[config.mk]
export PLATFORM = sky130hd
export DESIGN_NAME = move_sequencer
export DESIGN_NICKNAME = d
export VERILOG_FILES = /design/src/rtl/puzzle_pkg.sv /design/src/rtl/move_fifo.sv /design/src/rtl/move_sequencer.sv
export SDC_FILE = /design/constraint.sdc
export NUM_CORES = 1
export LEC_CHECK = 0
export CORE_UTILIZATION = 25
export CTS_BUF_LIST = sky130_fd_sc_hd__clkbuf_8
export DETAILED_ROUTE_END_ITERATION = 8
export PLACE_DENSITY_LB_ADDON = 0.15
export SETUP_SLACK_MARGIN = 0.4
export SLEW_MARGIN = 20
export SYNTH_ARGS = -nofsm -noshare
export SYNTH_HDL_FRONTEND = slang
export SYNTH_HIERARCHICAL = 1
export SYNTH_SLANG_ARGS = --single-unit
[constraint.sdc]
create_clock -name clk -period 4.7 [get_ports clk]
set_input_delay 0.94 -clock clk [delete_from_list [all_inputs] [get_ports clk]]
set_output_delay 0.94 -clock clk [all_outputs]
set_load 0.1 [all_outputs]
[src/rtl/puzzle_pkg.sv]
// Shared definitions for the sliding-puzzle datapath: motion encodings,
// sequencer state type and the blank-tile move rule.
package puzzle_pkg;

    localparam logic [1:0] MOTION_UP    = 2'd0;
    localparam logic [1:0] MOTION_RIGHT = 2'd1;
    localparam logic [1:0] MOTION_DOWN  = 2'd2;
    localparam logic [1:0] MOTION_LEFT  = 2'd3;

    typedef enum logic [1:0] {
        ST_IDLE = 2'd0,
        ST_PLAY = 2'd1,
        ST_DONE = 2'd2
    } seq_state_t;

    typedef struct packed {
        logic       legal;
        logic [3:0] next_pos;
    } blank_move_t;

    // Legality of a move on the 4x4 board and the blank position it leads to.
    // An illegal move reports the unchanged position.
    function automatic blank_move_t blank_move(input logic [3:0] pos, input logic [1:0] motion);
        blank_move_t r;
        r.legal    = 1'b0;
        r.next_pos = pos;
        case (motion)
            MOTION_UP: begin
                if (pos < 4'd12) begin
                    r.legal    = 1'b1;
                    r.next_pos = pos + 4'd4;
                end
            end
            MOTION_DOWN: begin
                if (pos >= 4'd4) begin
                    r.legal    = 1'b1;
                    r.next_pos = pos - 4'd4;
                end
            end
            MOTION_LEFT: begin
                if (pos[1:0] != 2'd3) begin
                    r.legal    = 1'b1;
                    r.next_pos = pos + 4'd1;
                end
            end
            default: begin
                if (pos[1:0] != 2'd0) begin
                    r.legal    = 1'b1;
                    r.next_pos = pos - 4'd1;
                end
            end
        endcase
        return r;
    endfunction

endpackage

[src/rtl/move_fifo.sv]
// Move buffer: DEPTH-entry FIFO of 2-bit moves with wrapping pointers.
// The head entry is read combinationally so the sequencer can present it
// in the same cycle it pops.
module move_fifo #(
    parameter int DEPTH = 16
) (
    input  logic                   clk,
    input  logic                   rst,
    input  logic                   push,
    input  logic [1:0]             push_data,
    input  logic                   pop,
    output logic [1:0]             head,
    output logic                   full,
    output logic                   empty,
    output logic [$clog2(DEPTH):0] count
);
    localparam int AW = $clog2(DEPTH);

    logic [1:0]    r_mem [DEPTH];
    logic [AW-1:0] r_wr_ptr;
    logic [AW-1:0] r_rd_ptr;
    logic [AW:0]   r_count;
    logic          w_do_push;
    logic          w_do_pop;

    assign full      = (r_count == (AW+1)'(DEPTH));
    assign empty     = (r_count == '0);
    assign count     = r_count;
    assign head      = r_mem[r_rd_ptr];
    assign w_do_push = push && !full;
    assign w_do_pop  = pop && !empty;

    // Storage write; contents need no reset because the count gates validity.
    always_ff @(posedge clk) begin
        if (w_do_push) begin
            r_mem[r_wr_ptr] <= push_data;
        end
    end

    // Pointer and occupancy bookkeeping.
    always_ff @(posedge clk) begin
        if (rst) begin
            r_wr_ptr <= '0;
            r_rd_ptr <= '0;
            r_count  <= '0;
        end else begin
            if (w_do_push) begin
                r_wr_ptr <= r_wr_ptr + 1'b1;
            end
            if (w_do_pop) begin
                r_rd_ptr <= r_rd_ptr + 1'b1;
            end
            if (w_do_push && !w_do_pop) begin
                r_count <= r_count + 1'b1;
            end else if (w_do_pop && !w_do_push) begin
                r_count <= r_count - 1'b1;
            end
        end
    end

endmodule

[src/rtl/move_sequencer.sv]
// Move sequencer: buffers moves while idle, then replays them one per cycle
// to the puzzle stage while tracking the blank tile and counting legal moves.
module move_sequencer
    import puzzle_pkg::*;
#(
    parameter int         DEPTH     = 16,
    parameter logic [3:0] ZPOS_INIT = 4'd1
) (
    input  logic       clk,
    input  logic       rst,
    input  logic       in_vld,
    input  logic [1:0] in_motion,
    output logic       in_rdy,
    input  logic       start,
    output logic [1:0] motion,
    output logic       motion_vld,
    output logic       illegal,
    output logic [3:0] zero_pos,
    output logic [4:0] step_cnt,
    output logic       busy,
    output logic       done
);
    localparam int AW = $clog2(DEPTH);

    seq_state_t    r_state;
    seq_state_t    w_state_next;
    logic [3:0]    r_zero_pos;
    logic [4:0]    r_step_cnt;
    logic          w_push;
    logic          w_pop;
    logic [1:0]    w_head;
    logic          w_full;
    logic          w_empty;
    logic [AW:0]   w_count;
    blank_move_t   w_move;

    assign in_rdy   = (r_state == ST_IDLE) && !w_full;
    assign w_push   = in_vld && in_rdy;
    assign w_move   = blank_move(r_zero_pos, w_head);
    assign zero_pos = r_zero_pos;
    assign step_cnt = r_step_cnt;

    move_fifo #(
        .DEPTH(DEPTH)
    ) u_fifo (
        .clk       (clk),
        .rst       (rst),
        .push      (w_push),
        .push_data (in_motion),
        .pop       (w_pop),
        .head      (w_head),
        .full      (w_full),
        .empty     (w_empty),
        .count     (w_count)
    );

    // State register.
    always_ff @(posedge clk) begin
        if (rst) begin
            r_state <= ST_IDLE;
        end else begin
            r_state <= w_state_next;
        end
    end

    // Next-state and output decode; a same-cycle push counts toward a run.
    always_comb begin
        w_state_next = r_state;
        motion       = 2'b00;
        motion_vld   = 1'b0;
        illegal      = 1'b0;
        busy         = 1'b0;
        done         = 1'b0;
        w_pop        = 1'b0;
        case (r_state)
            ST_IDLE: begin
                if (start) begin
                    w_state_next = (!w_empty || w_push) ? ST_PLAY : ST_DONE;
                end
            end
            ST_PLAY: begin
                busy       = 1'b1;
                motion_vld = 1'b1;
                motion     = w_head;
                illegal    = !w_move.legal;
                w_pop      = 1'b1;
                if (w_count == (AW+1)'(1)) begin
                    w_state_next = ST_DONE;
                end
            end
            ST_DONE: begin
                done         = 1'b1;
                w_state_next = ST_IDLE;
            end
            default: begin
                w_state_next = ST_IDLE;
            end
        endcase
    end

    // Blank tracking and legal-step counting; the count restarts with each run.
    always_ff @(posedge clk) begin
        if (rst) begin
            r_zero_pos <= ZPOS_INIT;
            r_step_cnt <= '0;
        end else if (r_state == ST_IDLE && w_state_next == ST_PLAY) begin
            r_step_cnt <= '0;
        end else if (r_state == ST_PLAY && w_move.legal) begin
            r_zero_pos <= w_move.next_pos;
            r_step_cnt <= r_step_cnt + 5'd1;
        end
    end

endmodule

==> results_dict.tcl <==
set metrics [dict create \
    syn-num-nets 284 \
    p_clk_share_pct 22.9 \
    min_path_type "reg2reg" \
    drtPass1Iterations 6 \
    required_ps 3760 \
    top_usage_layer "met2" \
    drc 6 \
    min_path_cells 2 \
    hp-start "step_cnt[1]" \
    setup_violations 0 \
    syn_area_um2 2980 \
    cp.arrival_ps 3090 \
    die_w_um 111 \
    combPwrFrac_pct 41.4 \
    grt_max_degree 26 \
    period_share_pct 85.7 \
    ios 22 \
    power_density_nw_per_um2 549 \
    seq_power_share_pct 35.8 \
    finalMaxSlewViolations 0 \
    syn_area_per_cell_um2 11.5 \
    fin_ws_ps 673 \
    nets 303 \
    fp-row-count 39 \
    initialDrtViolationCount 135 \
    maxCapViolCount 0 \
    routedWlPerCell_um 13.8 \
    multi_input_area_um2 1350 \
    crit_type "reg2out" \
    grt_pass1_wl_um 9860 \
    ys_ff_latch 60 \
    htree_levels 3 \
    slew_headroom_pct 35.0 \
    dieArea_um2 12400 \
    avgViaCountPerCell 4.66 \
    syn-instance-count 259 \
    cts_tree "done" \
    min_period_ps 4030 \
    clk_path_buf_depth 2 \
    worst_clock_skew_ps 9.84 \
    cts_hold_buf 0 \
    clock_latency_ps 330 \
    cp_max_fo 9 \
    cp-start-kind "flop" \
    clkTransAtPathRegs_ps 70 \
    ys_async_sr_fraction_pct 0 \
    die_h_um 111 \
    antennaDiodeCount 0 \
    first_global_vias 1949 \
    initial_utilization_pct 25.9 \
    leakage_nw 1.22 \
    grt_antenna_before_repair 0 \
    yosys_warnings 6 \
    rrSetupSlack_ps 1310 \
    place_hpwl_um 4170 \
    synth_flop_cell "edfxtp_1" \
    drt_wl_total_um 5900 \
    cts-buffers-inserted 9 \
    core_area_um2 11500 \
    synth.yosys.seq_area_share_pct 51.0 \
    cts-root-buf "clkbuf_8" \
    grt.met2_usage_pct 16.6 \
    vias 1985 \
    violations "DRC" \
    globalRouteMet3Util_pct 2.57 \
    reg2reg_from "u_fifo/count[0]" \
    endpoint_kind "output port" \
    cts_setup_buffers 0 \
    fmax_mhz 248 \
    r2r_cells 12 \
    max_slew.worst_pin.slew_ps 972 \
    tns_ps 0 \
    dp_slack_ps 895 \
    cts.sinks 60 \
    gp_congestion 0.755 \
    p_sw_mw 0.791 \
    p_sw_share_pct 41.4 \
    io_buffers 21 \
    grt_use_total_pct 10.3 \
    hold_viol_final 0 \
    overflow 0 \
    synth.distinct_cells 51 \
    ff_latch_area_um2 1520 \
    drive_above_1_share_pct 14.8 \
    p_int_mw 1.12 \
    outcome "complete, but fails checks" \
    r2r-end "u_fifo/count[4]" \
    synth_edf_count 32 \
    antenna_left 0 \
    use_met1_pct 12.3 \
    rsz0062_at_grt "false" \
    hold_end "step_cnt[1]" \
    areaGrowthSynthToFinish_pct 16.8 \
    fill_cells 1166 \
    vdd_drop_max_v 0.000126 \
]
power groups by stage:
stage	sequential (mW)	combinational [mW]	clock, mW
global placement	0.696	0.794	0
CTS	0.685	0.797	0.452
detailed placement	0.697	0.795	0
floorplan	0.727	0.618	0
global route	0.696	0.864	0.473
finish	0.683	0.791	0.437
cells by family (layout without fill, tap and decap cells):
group | count (synthesis) | in the layout | synth area share (%)
adders and majority gates | 19 | 19 | 8.23
and+or+nand+nor | 91 | 91 | 15.4
buffers and inverters | 25 | 49 | 3.90
muxes | 17 | 17 | 9.53
xor gates and xnor gates | 12 | 12 | 3.52
DFF | 60 | 60 | 51.0
AOI/OAI and AO/OA | 35 | 35 | 8.35
worst max path at each step:
| stage | startpoint | to | slack [ps] | cells past startpoint |
|---|---|---|---|---|
| 2_1_floorplan | u_fifo/count[0] | in_rdy | 960 | 4 |
| 3_3_place_gp | in_vld | u_fifo/count[4] | 920 | 11 |
| 3_5_place_dp | in_vld | u_fifo/count[4] | 890 | 11 |
| 4_1_cts | flop | illegal | 540 | 7 |
| 5_1_grt | flop | illegal | 450 | 7 |
| 6_report | flop | illegal | 670 | 7 |
critical path, stage by stage, from the launching register on:
cell,delay [ps]
dfxtp_1,630
mux4_2,550
nor2b_1,140
a211oi_1,270
a21oi_2,130
mux4_2,570
and2_2,240
buf_4,230
placed cells by master (no fill, tap or decap), drive strengths merged, types with 10 or more instances in the layout:
cell type,Yosys,routed
a21oi,10,10
clkdlybuf4s50,0,18
dfxtp,28,28
edfxtp,32,32
ha,18,18
inv,11,12
nand2,12,12
nor2,38,38
nor3,11,11
cell usage after synthesis (4+ instances only):
cell	instances	area share, %
a211oi_1	6	1.5
a21oi_1	10	1.7
clkbuf_1	7	0.88
dfxtp_1	28	19
edfxtp_1	32	32
ha_1	18	7.6
inv_1	10	1.3
mux2i_1	7	2.4
mux4_2	9	6.8
nand2_1	12	1.5
nand2b_1	4	0.84
nand3_1	5	0.84
nor2_1	37	4.7
nor2b_1	4	0.84
nor3_1	8	1.3
or3_1	4	0.84
xnor2_1	6	1.8
xor2_1	6	1.8
registers in the layout (all words and copies together), names as in the netlist, named ones only:
signal / flops
step_cnt: 5
u_fifo/r_mem: 32
u_fifo/r_wr_ptr: 4
u_fifo/r_rd_ptr: 4
r_state: 2
zero_pos: 4
u_fifo/count: 5
metrics by stage:
step | instances | total power [mW] | utilization [%] | hold slack [ps] | cell area [um2]
after floorplan | 259 | 1.35 | - | 485 | 2980
after global placement | 410 | 1.49 | 28.6 | 505 | 3300
after detailed placement | 410 | 1.49 | 28.6 | 509 | 3300
after CTS | 426 | 1.93 | 30.2 | 531 | 3480
after global routing | 426 | 2.03 | 30.2 | 560 | 3480
final | 426 | 1.91 | 30.2 | 526 | 3480
metal layers:
layer	vias to the layer above	wire length [um]
met3	10	214
met4	0	142
met5	-	0
met1	968	2720
li1	969	-
met2	38	2820
what timing repair did:
item / CTS / global route
resized for setup: 0 / 1
endpoints found under the setup margin: 0 / 1
endpoints found under the hold margin: 0 / 0
layout make-up:
cell class	count	area share, %
multi-input combinational	174	38.7
clock buffer	9	3.56
tap	143	5.14
timing repair buffer	22	6.04
sequential	60	43.7
clock inverter	7	1.69
inverter	11	1.19
Note: power is estimated with default switching activity, not from simulation.
